**src/rtl/jk_bank_sequencer.sv**
```systemverilog
// rtl/jk_bank_sequencer.sv - command-driven J/K excitation sequencer for a negedge JK flip-flop bank
module jk_bank_sequencer #(
  parameter int WIDTH = 4
) (
  input  logic             clk_i,
  input  logic             rst_ni,
  input  logic             cmd_valid_i,
  output logic             cmd_ready_o,
  input  logic [1:0]       cmd_op_i,
  input  logic [WIDTH-1:0] cmd_data_i,
  input  logic [7:0]       cmd_steps_i,
  input  logic [WIDTH-1:0] q_fb_i,
  output logic [WIDTH-1:0] j_o,
  output logic [WIDTH-1:0] k_o,
  output logic             busy_o,
  output logic             done_o,
  output logic             err_o
);

  localparam logic [1:0] OP_CLEAR = 2'b00;
  localparam logic [1:0] OP_LOAD  = 2'b01;
  localparam logic [1:0] OP_UP    = 2'b10;

  typedef enum logic [1:0] {
    S_IDLE,
    S_DRIVE,
    S_VERIFY,
    S_FINISH
  } state_e;

  state_e           state_q, state_d;
  logic [1:0]       op_q, op_d;
  logic [WIDTH-1:0] data_q, data_d;
  logic [7:0]       cnt_q, cnt_d;
  logic [WIDTH-1:0] exp_q, exp_d;
  logic [WIDTH-1:0] j_q, j_d;
  logic [WIDTH-1:0] k_q, k_d;
  logic             err_q, err_d;
  logic [WIDTH-1:0] target;
  logic [7:0]       accept_cnt;

  // Next target value of the bank for one step of the given operation.
  function automatic logic [WIDTH-1:0] step_f(input logic [1:0]       op,
                                              input logic [WIDTH-1:0] data,
                                              input logic [WIDTH-1:0] v);
    logic [WIDTH-1:0] r;
    case (op)
      OP_CLEAR: r = '0;
      OP_LOAD:  r = data;
      OP_UP:    r = v + WIDTH'(1);
      default:  r = v - WIDTH'(1);
    endcase
    return r;
  endfunction

  // State and datapath registers; J/K drop to zero immediately on reset so the bank holds.
  always_ff @(posedge clk_i or negedge rst_ni) begin
    if (!rst_ni) begin
      state_q <= S_IDLE;
      op_q    <= OP_CLEAR;
      data_q  <= '0;
      cnt_q   <= '0;
      exp_q   <= '0;
      j_q     <= '0;
      k_q     <= '0;
      err_q   <= 1'b0;
    end else begin
      state_q <= state_d;
      op_q    <= op_d;
      data_q  <= data_d;
      cnt_q   <= cnt_d;
      exp_q   <= exp_d;
      j_q     <= j_d;
      k_q     <= k_d;
      err_q   <= err_d;
    end
  end

  // Next-state logic: accept, drive one step, verify the bank, repeat or finish.
  always_comb begin
    state_d    = state_q;
    op_d       = op_q;
    data_d     = data_q;
    cnt_d      = cnt_q;
    exp_d      = exp_q;
    j_d        = j_q;
    k_d        = k_q;
    err_d      = err_q;
    target     = '0;
    accept_cnt = cmd_op_i[1] ? cmd_steps_i : 8'd1;

    case (state_q)
      S_IDLE: begin
        if (cmd_valid_i) begin
          op_d   = cmd_op_i;
          data_d = cmd_data_i;
          cnt_d  = accept_cnt;
          err_d  = 1'b0;
          if (accept_cnt == 8'd0) begin
            state_d = S_FINISH;
          end else begin
            target  = step_f(cmd_op_i, cmd_data_i, q_fb_i);
            exp_d   = target;
            j_d     = target & ~q_fb_i;
            k_d     = ~target & q_fb_i;
            state_d = S_DRIVE;
          end
        end
      end
      S_DRIVE: begin
        j_d     = '0;
        k_d     = '0;
        state_d = S_VERIFY;
      end
      S_VERIFY: begin
        cnt_d = cnt_q - 8'd1;
        if (q_fb_i != exp_q) begin
          err_d   = 1'b1;
          state_d = S_FINISH;
        end else if (cnt_q == 8'd1) begin
          state_d = S_FINISH;
        end else begin
          target  = step_f(op_q, data_q, exp_q);
          exp_d   = target;
          j_d     = target & ~q_fb_i;
          k_d     = ~target & q_fb_i;
          state_d = S_DRIVE;
        end
      end
      default: begin
        state_d = S_IDLE;
      end
    endcase
  end

  assign cmd_ready_o = (state_q == S_IDLE);
  assign busy_o      = (state_q != S_IDLE);
  assign done_o      = (state_q == S_FINISH);
  assign err_o       = err_q;
  assign j_o         = j_q;
  assign k_o         = k_q;

endmodule

```
**config.mk**
```make
export PLATFORM = sky130hd
export DESIGN_NAME = jk_bank_sequencer
export DESIGN_NICKNAME = d
export VERILOG_FILES = /design/src/rtl/jk_bank_sequencer.sv
export SDC_FILE = /design/constraint.sdc
export NUM_CORES = 1
export LEC_CHECK = 0
export CORE_ASPECT_RATIO = 2
export CORE_MARGIN = 2
export CORE_UTILIZATION = 35
export DETAILED_ROUTE_END_ITERATION = 10
export MAX_ROUTING_LAYER = met4
export PLACE_DENSITY = 0.61
export SLEW_MARGIN = 20
export SYNTH_ARGS = -nofsm -noshare
export SYNTH_HDL_FRONTEND = slang
export SYNTH_SLANG_ARGS = --single-unit
export TNS_END_PERCENT = 20
```
**constraint.sdc**
```tcl
create_clock -name clk_i -period 4.3 [get_ports clk_i]
set_clock_uncertainty 0.1 [all_clocks]
set_input_delay 0.645 -clock clk_i [delete_from_list [all_inputs] [get_ports clk_i]]
set_output_delay 0.645 -clock clk_i [all_outputs]
set_load 0.05 [all_outputs]
```
==> results.yml <==
logic_synthesis:
  yosys_warning_total: 0
  synth-async-reset-ratio_pct: 100
  post_synth_instance_area_um2: 1820
  synth.top_cells.by_count: "29 x dfrtp_1, 12 x inv_1, 12 x nor2_1"
  number_of_unique_standard_cell_types_used_by_synthesis: 47
  cell_taking_the_most_area_after_synthesis: "dfrtp_1"
  post-synth-top-count-cell: "dfrtp_1"
  postSynthCellCount: 180
  synth.area.top_cells: "dfrtp_1 40%, ha_1 4.1%, a221o_1 3.8%, xor2_1 3.8%, mux2_2 3.7%"
  yosys_most_used_dff: "dfrtp_1"
  synth_fp_nets: 209
  post_synthesis_register_bit_count: 29
  synth_enable_flop_cells: 0
  yosysSeqAreaShare_pct: 39.8
  synth.avg_cell_area_um2: 10.1
  portion_of_synthesized_cell_area_occupied_by_the_leading_cell_type_pct: 39.8
power_and_ir_drop:
  irDropWorstVdd_mv: 0.457
  power.static_leakage_uw: 0.000964
  pwr_density_cell_nw_per_um2: 784
global_routing:
  grt.busiest_layer: "met2"
  grt_pass1_wl_um: 7480
  global_route.usage.met1_pct: 19.1
  largest_net_degree_at_the_start_of_global_routing: 30
  met2_usage_pct: 32.7
  global_route.usage.total_pct: 18.5
  grt_util_met3_pct: 2.53
  number_of_global_route_vias_before_repair: 1502
  initial_antenna_violation_count: 0
  overflow: 0
drt:
  route.detailed.drc: 0
  avgRoutedWirePerCell_um: 16.6
  antenna_violating_nets_post_route: 0
  vias_per_cell: 5.42
  dr.pass1.iters: 4
  route.final.wire_length_um: 4500
  num_vias: 1469
  drtIter0Drc: 25
sta:
  timing.setup.tns_ns: 0
  post_route_fraction_of_the_period_consumed_by_the_critical_path_pct: 67.6
  hold-worst-slack_ns: 0.393
  finalMaxSlewViolations: 0
  timing.final.setup_violations: 0
  maxClockFrequency_mhz: 344
  setup_repair_after_global_routing_missed_its_margin: "false"
  post-route-min-period_ns: 2.91
  slew_headroom_pct: 55.2
  report.final.hold_viol_count: 0
  measured_slew_at_the_worst_slew_check_pin_ns: 0.668
clocking:
  worst_setup_hold_path_clk_slew_ns: 0.07
  post_cts_resize_count: 0
  cts-root-buf: "clkbuf_8"
  cts-htree-levels: 2
  post_cts_hold_fix_bufs: 0
  clk-insertion-delay-late_ns: 0.28
  clock_sink_count: 29
  cts_made_buffers: 5
  post_cts.repair.setup_buffers: 0
  cts-root-to-sink-buffers: 2
  tritoncts: "done"
status:
  outcome: "complete, no violations"
final_layout:
  layout.nets: 241
  final_layout_size_suffix_gt1_share_pct: 11.3
  area_growth_pct: 24.2
  register_area_um2: 726
  fill_cell_total_of_the_finished_layout: 519
  design_area_um2: 2260
  insertedDiodeCount: 0
  multi_input_area_um2: 991
critical_path:
  worstPathArrival_ns: 2.16
  timing.critical_path.fanout_max: 16
  critical_path.startpoint_type: "flop"
  worstSetupEndpointType: "primary output"
  critPathRequiredTime_ns: 3.56
  timing.reg2reg.worst_path_depth: 5
  path_class: "reg2out"
flow_run:
  cap_violations: 0
placement:
  routabilityCongestion: 0.863
  port_buffers: 32
  post_dp_cell_area_um2: 2160
  hpwl_after_dpl_um: 3500
floorplanning:
  initial_utilization_pct: 35.8
  floorplan.rows: 37
  floorplan.core_area_um2: 5090
  die_height_um: 106
  io_pins: 33
  die_width_um: 55.0
  die-area_um2: 5840
worst_hold_path:
  worstHoldPathCells: 1
  min_path_type: "reg2reg"
[area by class of cell]
| class | instances | area share, % |
|---|---|---|
| clock inverter | 1 | 0.221 |
| inverter | 12 | 1.99 |
| sequential | 29 | 32.1 |
| multi-input combinational | 131 | 43.8 |
| timing repair buffer | 33 | 14.5 |
| clock buffer | 7 | 4.26 |
| tap | 58 | 3.21 |
[through the flow]
step | utilization (%) | cells | power (uW) | setup WS [ns]
floorplan | - | 180 | 1280 | 1.81
global placement | 42.5 | 263 | 1530 | 1.21
detailed placement | 42.5 | 263 | 1540 | 1.16
CTS | 44.4 | 271 | 1790 | 1.39
global route | 44.4 | 271 | 1910 | 1.27
finish | 44.4 | 271 | 1780 | 1.39
[per-layer routing]
metal,wire [um],vias up
li1,-,717
met1,1610,713
met2,2650,31
met3,114,8
met4,123,0
met5,0,-
[critical path, cell delays in order (launching register included)]
cell,delay (ns)
dfrtp_1,0.55
or2_2,0.40
inv_1,0.12
clkdlybuf4s50_1,0.81
[flip-flops by register name (all words and copies together) (netlist names)]
signal   count
cnt_q        8
data_q       4
err_o        1
exp_q        4
j_o          4
k_o          4
op_q         2
state_q      2
[logic make-up after synthesis]
logic type	Yosys count	synth area share, %
and+or+nand+nor	55	16.3
buffers and inverters	20	5.83
AOI/OAI and AO/OA	47	19.8
adders and majority gates	8	6.31
xor gates and xnor gates	10	5.22
DFF	29	39.8
muxes	11	6.73
[path summary, 6_finish.rpt]
path / startpoint / endpoint / slack [ns]
hold reg to reg: k_o[0] / k_o[0] / 0.39
hold / removal: k_o[0] / k_o[0] / 0.39
setup reg to reg: exp_q[3] / j_o[2] / 2.01
min in group asynchronous: rst_ni / cnt_q[4] / 0.66
setup / recovery: state_q[1] / cmd_ready_o / 1.39
max in group asynchronous: rst_ni / state_q[0] / 3.16
[layout by cell type, fill, tap and decap left out, types with 2 or more instances in the layout]
cell type        instances
mux2i_1                  4
nor4_1                   2
xor2_1                   8
a211o_1                  2
nand2_1                  6
clkbuf_8                 7
dfrtp_1                 29
nor2b_1                  3
a32o_1                   4
nor3_1                   4
o2bb2ai_1                2
and2b_2                  2
inv_1                   12
a21oi_1                 11
clkdlybuf4s50_1         32
ha_1                     6
o21ai_0                  8
a221o_1                  7
nand4_1                  4
or3_1                    3
mux2_2                   6
fa_1                     2
a22o_1                   2
nor2_1                  12
and2_1                   2
nand2b_1                 7
nand3_1                  6
[power breakdown]
part	leakage [uW]	internal, uW	total [uW]	switching, uW
registers	0.000356	406	562	156
clock network	0.0000542	144	250	106
logic	0.000554	401	963	562
total	0.000964	952	1780	824
No activity file was read; power rests on OpenSTA's default activity.
==> edit 1, RTL diff (config.mk and constraints unchanged) <==
Change the parameter `WIDTH` from 4 to 6.
--- a/src/rtl/jk_bank_sequencer.sv
+++ b/src/rtl/jk_bank_sequencer.sv
@@ -2,3 +2,3 @@
 module jk_bank_sequencer #(
-  parameter int WIDTH = 4
+  parameter int WIDTH = 6
 ) (
Ports: changed (resized cmd_data_i, j_o, k_o and q_fb_i); port bits go from 33 to 41. No check against the original RTL was run, so the function may have changed too.
==> edit 1 against the unedited design <==
Design area increased by 34%. Area after synthesis increased by 33%. Power increased by 40%. Sequential cell count increased by 8. Sequential share of layout area decreased by 1.5 points. Core utilization decreased by 0.096 points. Die area increased by 31%. Wire length increased by 39%. Global-route usage decreased by 0.20 points. Setup slack got worse by 85 ps. Register-to-register slack got worse by 370 ps.
==> edit 1: results <==
export IMPL_drt_iter0_drc=158
export IMPL_crit_arrival_ps=3050
export IMPL_grt_max_degree=38
export IMPL_grt_use_met2=0.286
export IMPL_grt_first_pass_wirelength_microns=10900
export IMPL_synth_flop_cell="dfrtp_1"
export IMPL_grt_pass1_vias=2206
export IMPL_hold_worst_slack_ps=368
export IMPL_area_delta_synth_final_pct=24.6
export IMPL_ys_top_cells_by_count="37 x dfrtp_1, 17 x nor2_1, 15 x nand2_1, 12 x inv_1, 12 x o21ai_0"
export IMPL_gp_congestion=0.818
export IMPL_reg2reg_setup_slack_ps=1640
export IMPL_p_sw_mw=1.16
export IMPL_crit_start="cmd_op_i[1]"
export IMPL_pg_comb_mw=1.43
export IMPL_crit_type="primary input to flop"
export IMPL_wl_per_cell_microns=16.9
export IMPL_r2r_end="exp_q[4]$_DFFE_PN0P_"
export IMPL_wl_met3_microns=262
export IMPL_fin_nets=316
export IMPL_cp_slowest_stage_delay_ps=460
export IMPL_ys_types=58
export IMPL_grtUsageTotal=0.183
export IMPL_wl_met2_microns=3030
export IMPL_cts_root_buffer="clkbuf_16"
export IMPL_worstMarginPinSlew_ps=868
export IMPL_drive_above_1_share=0.111
export IMPL_status="complete, no violations"
export IMPL_intPower_mw=1.32
export IMPL_ir_drop_uv=476
export IMPL_grtUsageMet1=0.234
export IMPL_port_buffers=40
export IMPL_syn_nets=280
export IMPL_clk_pin_slew_ps=50
export IMPL_num_fill_cells=676
export IMPL_powerClk_uw=364
export IMPL_p_leak_nw=1.25
export IMPL_ys_seq_area_frac=0.381
export IMPL_placed_area_sq_mm=0.00288
export IMPL_path_max_fanout=17
export IMPL_hold_class="primary input to async pin"
export IMPL_drc=0
export IMPL_via_count=2064
export IMPL_wl_met1_microns=2880
export IMPL_worstRegToRegCells=8
export IMPL_r2r_start="op_q[1]$_DFFE_PN0P_"
export IMPL_synth_area_leaders="dfrtp_1 38%, ha_1 5.1%, mux2_2 5.1%"
[edit 1: cell types whose count changed after synthesis, moves of 6 or more]
cell,change
a21o_1,+6
nand2_1,+9
o21ai_1,+6
dfrtp_1,+8
[edit 1: logic make-up after synthesis]
kind of cell               synth area share
xor gates and xnor gates             0.0288
and+or+nand+nor                       0.149
buffers and inverters                0.0463
AOI/OAI and AO/OA                     0.263
muxes                                0.0643
adders and majority gates            0.0679
DFF                                   0.381
[edit 1: area by class of cell]
class                           instances  area share
Clock inverter                          1     0.00248
Inverter                               13      0.0161
Timing Repair Buffer                   41       0.133
Sequential cell                        37       0.306
Tap cell                               90      0.0372
Clock buffer                            6      0.0458
Multi-Input combinational cell        181       0.460
[edit 1: through the flow]
step | setup WS (ps) | cells
2_1_floorplan | 1750 | 243
3_3_place_gp | 1100 | 362
3_5_place_dp | 1040 | 362
4_1_cts | 1320 | 369
5_1_grt | 1150 | 369
6_report | 1310 | 369
==> edit 2, RTL diff (same settings) <==
Made on the original files. `j_q` no longer has a reset.
--- a/src/rtl/jk_bank_sequencer.sv
+++ b/src/rtl/jk_bank_sequencer.sv
@@ -63,3 +63,2 @@
       exp_q   <= '0;
-      j_q     <= '0;
       k_q     <= '0;
@@ -72,3 +71,2 @@
       exp_q   <= exp_d;
-      j_q     <= j_d;
       k_q     <= k_d;
@@ -76,2 +74,6 @@
     end
+  end
+
+  always_ff @(posedge clk_i) begin
+    j_q <= j_d;
   end
Formal check against the unedited RTL: not equivalent (Yosys sat finds a counterexample within 4 cycles, from zero or initial values and one cycle with rst_ni low).
==> edit 2 against the unedited design <==
Sequential cell count did not move. Design area fell by 1.3%. Critical path type is now primary input to flop. Setup slack improved by 27 ps. Power fell by 1.4%. First-iteration DRC count rose by 64%. Largest cell class unchanged. Wire length rose by 2.8%. Register-to-register slack barely moved. Area after synthesis fell by 2.4%.
==> edit 2: results <==
export IMPL_r2r_end="j_o[3]$_SDFFCE_PN0P_"
export IMPL_port_buffers=32
export IMPL_worstMarginPinSlew_ps=563
export IMPL_status="complete, no violations"
export IMPL_grt_pass1_vias=1598
export IMPL_r2r_start="op_q[0]$_DFFE_PN0P_"
export IMPL_reg2reg_setup_slack_ps=2010
export IMPL_ys_types=46
export IMPL_wl_microns=4630
export IMPL_fin_nets=240
export IMPL_p_leak_nw=0.936
export IMPL_worstRegToRegCells=7
export IMPL_place_hpwl_microns=3720
export IMPL_via_count=1509
export IMPL_placed_area_sq_mm=0.00215
export IMPL_antenna_found_initial=0
export IMPL_largest_register="cnt_q"
export IMPL_grtUsageTotal=0.190
export IMPL_crit_type="primary input to flop"
export IMPL_final_area_sq_mm=0.00223
export IMPL_gp_congestion=0.855
export IMPL_p_sw_uw=831
export IMPL_synth_edf_count=4
export IMPL_insertion_delay_ps=270
export IMPL_largest_register_ffs=8
export IMPL_cts_resized=0
export IMPL_ir_drop_uv=416
export IMPL_critical_path_top_delay_family="compound AO/OA/AOI/OAI gates"
export IMPL_drt_iter0_drc=41
export IMPL_yosys_warnings=0
export IMPL_syn_nets=206
export IMPL_drive_above_1_share=0.113
export IMPL_clockBufferDepth=2
export IMPL_cts_max_level=2
export IMPL_grt_max_degree=24
export IMPL_crit_arrival_ps=2900
export IMPL_ys_top_cells_by_count="25 x dfrtp_1, 16 x nand2_1, 11 x nor2_1"
export IMPL_synth_area_leaders="dfrtp_1 35%, edfxtp_1 6.8%, xor2_1 4.4%"
export IMPL_cp_slowest_stage_delay_ps=620
export IMPL_crit_start="cmd_op_i[1]"
export IMPL_insertedDiodeCount=0
export IMPL_path_max_fanout=7
export IMPL_synth_flop_cell="dfrtp_1"
export IMPL_crit_slowest_cell="clkdlybuf4s50_1"
export IMPL_ys_seq_area_frac=0.419
export IMPL_async_flop_share=0.862
export IMPL_numCtsBuffers=5
export IMPL_grt_first_pass_wirelength_microns=7680
export IMPL_cts_setup_buffers=0
export IMPL_num_fill_cells=495
export IMPL_hold_class="primary input to async pin"
export IMPL_final_max_slew_violation_count=0
edit 2: cell count changes after synthesis, sizes merged, moves of 4 or more:
cell / before / now
a221o: 7 / 1
a31oi: 1 / 5
nand2: 6 / 17
clkbuf: 7 / 3
edfxtp: 0 / 4
dfrtp: 29 / 25
edit 2: how the worst min path moves through the flow:
stage | slack [ps] | endpoint | startpoint | cells past startpoint
5_1_grt | 280 | data_q[3]$_DFFE_PN0P_ | rst_ni | 1
4_1_cts | 260 | data_q[3]$_DFFE_PN0P_ | rst_ni | 1
6_report | 250 | data_q[3]$_DFFE_PN0P_ | rst_ni | 1
3_3_place_gp | 370 | k_o[3]$_DFFE_PN0P_ | k_o[3]$_DFFE_PN0P_ | 2
2_1_floorplan | 250 | cnt_q[0]$_DFFE_PN0P_ | rst_ni | 0
3_5_place_dp | 370 | k_o[3]$_DFFE_PN0P_ | k_o[3]$_DFFE_PN0P_ | 2
edit 2: through the flow:
| stage | std cells | setup slack (ps) |
|---|---|---|
| finish | 269 | 1420 |
| CTS | 269 | 1440 |
| global placement | 261 | 1180 |
| detailed placement | 261 | 1160 |
| global route | 269 | 1330 |
| floorplan | 177 | 1830 |
edit 2: routing by layer:
| layer | vias to the layer above | global-route usage | wire length [microns] |
|---|---|---|---|
| met5 | - | - | 0 |
| li1 | 709 | - | - |
| met3 | 8 | 0.0271 | 110 |
| met1 | 762 | 0.192 | 1660 |
| met4 | 0 | 0.0839 | 127 |
| met2 | 30 | 0.339 | 2730 |
edit 2: logic make-up after synthesis:
| family | share of synthesized area |
|---|---|
| and+or+nand+nor | 0.172 |
| AOI/OAI and AO/OA | 0.193 |
| DFF | 0.419 |
| buffers and inverters | 0.0338 |
| xor gates and xnor gates | 0.0492 |
| muxes | 0.0682 |
| adders and majority gates | 0.0647 |
edit 2: power groups by stage:
stage	Combinational, mW	Sequential (mW)	Clock, mW
after floorplan	0.621	0.637	0
after global placement	0.971	0.561	0
after detailed placement	0.976	0.562	0
after CTS	0.980	0.558	0.226
after global routing	1.07	0.581	0.238
final	0.975	0.558	0.218
edit 2: final cells by class:
cell class,instances,share of cell area
Tap cell,57,0.0319
Timing Repair Buffer,33,0.145
Inverter,9,0.0151
Clock buffer,5,0.0308
Clock inverter,3,0.00784
Multi-Input combinational cell,133,0.436
Sequential cell,29,0.334
